**config.mk**
```make
export PLATFORM = sky130hd
export DESIGN_NAME = skid_pipe_reg
export DESIGN_NICKNAME = d
export VERILOG_FILES = /design/src/rtl/skid_pipe_reg.sv
export SDC_FILE = /design/constraint.sdc
export NUM_CORES = 1
export LEC_CHECK = 0
export BUFFER_PORTS_ARGS = -buffer_cell sky130_fd_sc_hd__buf_2
export CAP_MARGIN = 20
export CORE_MARGIN = 1.5
export CORE_UTILIZATION = 45
export DETAILED_ROUTE_END_ITERATION = 10
export HOLD_SLACK_MARGIN = 0.1
export PLACE_DENSITY = 0.72
export SYNTH_ARGS = -nofsm -noshare
export SYNTH_HDL_FRONTEND = slang
export SYNTH_SLANG_ARGS = --single-unit
```
**constraint.sdc**
```tcl
create_clock -name clk -period 1.25 [get_ports clk]
set_clock_uncertainty 0.15 [all_clocks]
set_input_delay 0.375 -clock clk [delete_from_list [all_inputs] [get_ports clk]]
set_output_delay 0.375 -clock clk [all_outputs]
set_load 0.01 [all_outputs]
```
**src/rtl/skid_pipe_reg.sv**
```systemverilog
// Two-entry valid/ready skid buffer. Every handshake output comes from a flop,
// so out_ready has no combinational path to in_ready.
module skid_pipe_reg #(
  parameter int unsigned WIDTH = 8
) (
  input  logic             clk,
  input  logic             reset,
  input  logic             flush,
  input  logic             in_valid,
  output logic             in_ready,
  input  logic [WIDTH-1:0] in_data,
  output logic             out_valid,
  input  logic             out_ready,
  output logic [WIDTH-1:0] out_data,
  output logic [1:0]       count
);

  localparam int unsigned CW = 2;

  typedef enum logic [1:0] {
    EMPTY = 2'd0,
    ONE   = 2'd1,
    FULL  = 2'd2
  } state_t;

  state_t           state, state_nxt;
  logic [WIDTH-1:0] main_q, skid_q;
  logic             wr, rd;
  logic             load_main_in, load_main_skid, load_skid;
  logic [CW-1:0]    count_nxt;

  assign wr       = in_valid & in_ready;
  assign rd       = out_valid & out_ready;
  assign out_data = main_q;

  // Next state and register load selects
  always_comb begin
    state_nxt      = state;
    load_main_in   = 1'b0;
    load_main_skid = 1'b0;
    load_skid      = 1'b0;
    case (state)
      EMPTY: begin
        if (wr) begin
          state_nxt    = ONE;
          load_main_in = 1'b1;
        end
      end
      ONE: begin
        if (wr && rd) begin
          load_main_in = 1'b1;
        end else if (wr) begin
          state_nxt = FULL;
          load_skid = 1'b1;
        end else if (rd) begin
          state_nxt = EMPTY;
        end
      end
      FULL: begin
        if (rd) begin
          state_nxt      = ONE;
          load_main_skid = 1'b1;
        end
      end
      default: state_nxt = EMPTY;
    endcase
  end

  always_comb begin
    count_nxt = CW'(0);
    case (state_nxt)
      ONE:     count_nxt = CW'(1);
      FULL:    count_nxt = CW'(2);
      default: count_nxt = CW'(0);
    endcase
  end

  // State plus handshake outputs registered from the next state
  always_ff @(posedge clk) begin
    if (reset || flush) begin
      state     <= EMPTY;
      out_valid <= 1'b0;
      in_ready  <= 1'b1;
      count     <= CW'(0);
    end else begin
      state     <= state_nxt;
      out_valid <= (state_nxt != EMPTY);
      in_ready  <= (state_nxt != FULL);
      count     <= count_nxt;
    end
  end

  always_ff @(posedge clk) begin
    if (reset || flush) begin
      main_q <= WIDTH'(0);
      skid_q <= WIDTH'(0);
    end else begin
      if (load_main_in)        main_q <= in_data;
      else if (load_main_skid) main_q <= skid_q;
      if (load_skid)           skid_q <= in_data;
    end
  end

endmodule

```
# Word-level counts from Yosys, hierarchy flattened
# Index checks and enable logic that the tools add are counted.
[word_totals] regBits=22 in_bits=13 output_inout_bits=12 word_cells=34
[op_classes] eq_ne=5 muxes=16 bitwise=2 n_reduce_logical=5
[op_table] op="8-bit 2-to-1 mux" n=2
[op_table] op="2-bit 2-to-1 mux" n=5
[op_table] op="1-bit 2-to-1 mux" n=6
[op_table] op="2-bit case mux with 3 select lines" n=1
[op_table] op="2-bit by 1-bit equality test with 1-bit output (second input constant)" n=2
[op_table] op="2-bit equality test (second input constant)" n=2
[op_table] op="2-bit case mux with 2 select lines" n=1
[op_table] op="2-bit nonzero test" n=2
[op_table] op="1-bit AND" n=2
[op_table] op="2-bit zero test" n=1
[op_table] op="2-bit inequality test (second input constant)" n=1
[op_table] op="1-bit case mux with 2 select lines" n=1
[op_table] op="1-bit logical AND" n=1
[op_table] op="1-bit logical OR" n=1

# Logic depth before layout (Yosys ltp)
[depth] depth_word=7 mapped_depth=4 mapped_depth_nobuf=3

# Worst setup path after synthesis
# No wires, ideal clock.
[synth_timing] path_kind="register to register" startpoint="register in_ready" endpoint="register in_ready" setup_time_ns=0.127 arrival_time_ns=1.135 required_ns=0.973 slack_ns=-0.162 path_stages_with_launch=5 path_buffers=1 period_less_slack_ns=1.412 path_cell_list="dfxtp_1 > and3b_1 > buf_4 > a21boi_2 > or3b_1"
[synth_via] elab_chain_cells=5 elab_cells_between_ends=7 cone_classes="eq/ne: 1; mux: 4; bitwise: 1; reduce/logical: 1"
[synth_rtl] item="start, declared" line="10" source="output logic in_ready,"
[synth_rtl] item="start signal, assigned" line="88" source="in_ready <= (state_nxt != FULL);"
[synth_rtl] item="1-bit AND (*)" line="32" source="assign wr = in_valid & in_ready;"
[synth_rtl] item="2-bit 2-to-1 mux / 1-bit logical AND (equally long branches)" line="52, 50"
[synth_rtl] item="2-bit 2-to-1 mux" line="50" source="if (wr && rd) begin"
[synth_rtl] item="2-bit case mux with 3 select lines (*)" line="42" source="case (state)"
[synth_rtl] item="2-bit inequality test (*)" line="88"
# Mark *: on every way between the ends. The rest lies on a longest branch, timed or not.
# A chain may end at the register's enable or synchronous reset.

# Worst setup path in the final report
[layout_timing] startpoint="register state[0]" endpoint="register main_q[4], in the netlist out_data[4]"
[layout_via] elab_chain_cells=3 elab_cells_between_ends=7 cone_classes="eq/ne: 2; mux: 3; reduce/logical: 2"
[layout_rtl] item="start, declared" line="26" source="state_t state, state_nxt;"
[layout_rtl] item="start signal, assigned" line="86" source="state <= state_nxt;"
[layout_rtl] item="2-bit by 1-bit equality test with 1-bit output, or another cell as far along" line="42"
[layout_rtl] item="1-bit case mux with 2 select lines / 1-bit 2-to-1 mux (equally long branches)" line="42"
[layout_rtl] item="8-bit 2-to-1 mux / 2-bit nonzero test (equally long branches)"
[layout_rtl] item="end signal, assigned" line="98" source="if (load_main_in) main_q <= in_data;"
[layout_rtl] item="end signal, assigned" line="99" source="else if (load_main_skid) main_q <= skid_q;"
[layout_rtl] item="end, declared" line="27" source="logic [WIDTH-1:0] main_q, skid_q;"
# Parallel ways exist; a longest one is shown, timed or not.

==> reports/qor.yml <==
cts.sinks: 22
reg2reg_to: "out_data[4]"
min_from: "in_data[7]"
grt_pass1_vias: 887
clock_latency_ns: 0.30
fp.dieW_um: 49.3
place_ws_ns: -0.297
grt_antenna_before_repair: 0
dp_hpwl_mm: 1.75
synth-simple-area-share_pct: 27.2
slew_violations: 0
grt_max_degree: 17
path_max_fanout: 8
hold_viol: 0
async_flop_share_pct: 0
cap_violations: 0
synthesis.area_um2: 965
syn_avg_cell_area_um2: 9.02
yosysTopAreaCellShare_pct: 45.7
syn_nets: 120
drc: 0
die-area_um2: 2430
power_frac_comb_pct: 17.3
wl_per_cell_um: 15.3
htree_levels: 1
tritoncts: "done"
tightest_slew_ns: 0.226
synth_area_leaders: "dfxtp_1, nand2_1, a311oi_1"
final.setup.tns_ns: -1.63
synth_ff_type: "dfxtp_1"
synth_compound_area_share_pct: 22.8
max_freq_mhz: 731
root_buffer: "clkbuf_4"
crit_arrival_ns: 1.43
timing.final.crit_period_ns: 1.37
cts_buffers: 3
vias_per_cell: 5.66
p_int_mw: 1.02
fin_util_pct: 70.2
clockBufferDepth: 2
synth_edf_count: 0
crit_chain: "and4b_4 -> nand2_1 -> a311oi_1"
syn_inst: 107
synthTopCellsByCount: "dfxtp_1, nand2_1, a21oi_1"
seq_area_frac_synth_pct: 45.7
synth_top_family_by_area: "simple AND/OR/NAND/NOR gates"
p_seq_share_pct: 54.8
period_share_pct: 110
synth_fa_ha_area_share_pct: 0
core_um2: 1980
cp.required_ns: 1.31
ys_ff_latch: 22
initial_utilization_pct: 48.7
hold_path_depth: 3
r2r_start: "state[0]"
status: "complete, but fails checks"
violations: "setup timing"
drt-total-wl_mm: 2.58
antenna_left: 0
switching_share_pct: 24.8
grt_overflow_total: 0
fp.dieH_um: 49.3
fill_cells: 151
power_frac_clock_pct: 27.9
grt_usage_pct: 22.1
yosysMostFrequentCell: "dfxtp_1"
yosys_warnings: 0
ys_types: 28
dr.pass1.iters: 4
synthXorXnorAreaFrac_pct: 0
nNetsFinal: 156
p_leak_nw: 0.523
n_antenna_cell: 0
rows: 16
timing.final.ws_setup_ns: -0.119
routabilityCongestion: 0.802
whs_endpoint: "skid_q[7]"
drt_iter0_markers: 41
muxShareOfSynthArea_pct: 0
max-vdd-ir-drop_mv: 0.699
grt_pass1_wl_mm: 4.19
portBuffers: 24
critical_path_class: "reg -> reg"
synthToLayoutAreaGrowth_pct: 44.2
ios: 25
synth_area_leader_cell: "dfxtp_1"
slowest_stage: "dfxtp_4"
r2r_slack_ns: -0.12
vias: 956
min_path_type: "in -> reg"
slew_headroom_pct: 84.8
end_kind: "flip-flop"
cts_hold_buf: 0
reg2reg_depth: 3
drive_gt1_share_pct: 51.4
rsz0062_at_grt: "yes"
path_clk_slew_ns: 0.11
critPathMaxStageDelay_ns: 0.39
startpoint_type: "flip-flop"
power.density_nw_per_um2: 970
p_sw_uw: 334
setup_viol: 29
holdWs_ns: 0.189
[cell usage in the layout, fill, tap and decap left out, types with 5 or more instances in the layout]
cell type	Yosys	final
nand2_1	18	16
buf_2	3	13
buf_6	1	12
buf_4	1	11
dfxtp_1	22	9
dfxtp_2	0	9
nand3_1	8	8
o21ai_1	8	8
a21oi_1	9	8
nor3_1	8	6
a311oi_1	6	5
[stage by stage]
stage,total power [mW],std cells,instance area [µm²]
floorplan,0.868,107,1000
detailed placement,0.955,163,1210
global placement,0.950,163,1210
global route,1.41,169,1390
finish,1.35,169,1390
CTS,1.35,168,1340
[cells by family after synthesis]
kind of cell           count (synthesis)
buffers and inverters                  7
and+or+nand+nor                       48
DFF                                   22
AOI/OAI and AO/OA                     30
[how the worst max path moves through the flow]
stage / from / to / slack (ns) / depth (start not counted)
after floorplan: state[1] / in_ready / -0.08 / 4
after global placement: out_ready / out_data[5] / -0.21 / 4
after detailed placement: out_ready / out_data[5] / -0.30 / 4
after CTS: out_valid / out_valid / -0.1 / 1
after global routing: state[0] / out_data[0] / -0.16 / 3
final: state[0] / out_data[4] / -0.12 / 3
[worst max-delay path: cells and delay by family (launching register included)]
kind / cells / cell delay (ns)
compound gates: 1 / 0.26
flops: 1 / 0.39
simple gates: 2 / 0.47
[routing by layer]
metal | routed length [µm] | share of wire, % | GRT usage (%) | vias to the layer above
met5 | 0 | 0 | 0 | -
met4 | 15 | 0.58 | 5.24 | 0
met3 | 127 | 4.9 | 5.21 | 2
met2 | 1310 | 51 | 36.9 | 31
met1 | 1120 | 44 | 28.7 | 452
li1 | - | - | - | 471
[power groups by stage]
stage                     clock [mW]  combinational, mW  sequential [mW]
final                          0.377              0.233            0.740
after global routing           0.409              0.252            0.744
after CTS                      0.386              0.220            0.740
after detailed placement           0              0.202            0.754
after global placement             0              0.197            0.753
after floorplan                    0              0.108            0.760
[flip-flops by register name, summed over array words and instances (netlist names)]
register and flops:
in_ready 1, out_valid 1, state 2, count 2
skid_q 8, out_data 8
[area by class of cell]
cell class	instances	area, µm²	share of cell area [%]
sequential	22	467	33.5
multi-input combinational	78	532	38.2
clock buffer	4	36.3	2.61
timing repair buffer	38	323	23.2
tap	27	33.8	2.43
[timing repair]
| item | in CTS | in global routing |
|---|---|---|
| resized for setup | 24 | 10 |
| setup endpoints to repair | 30 | 34 |
| pin swaps | 8 | 6 |
| setup buffers | 1 | 1 |
Power figures use the tool's default switching activity.
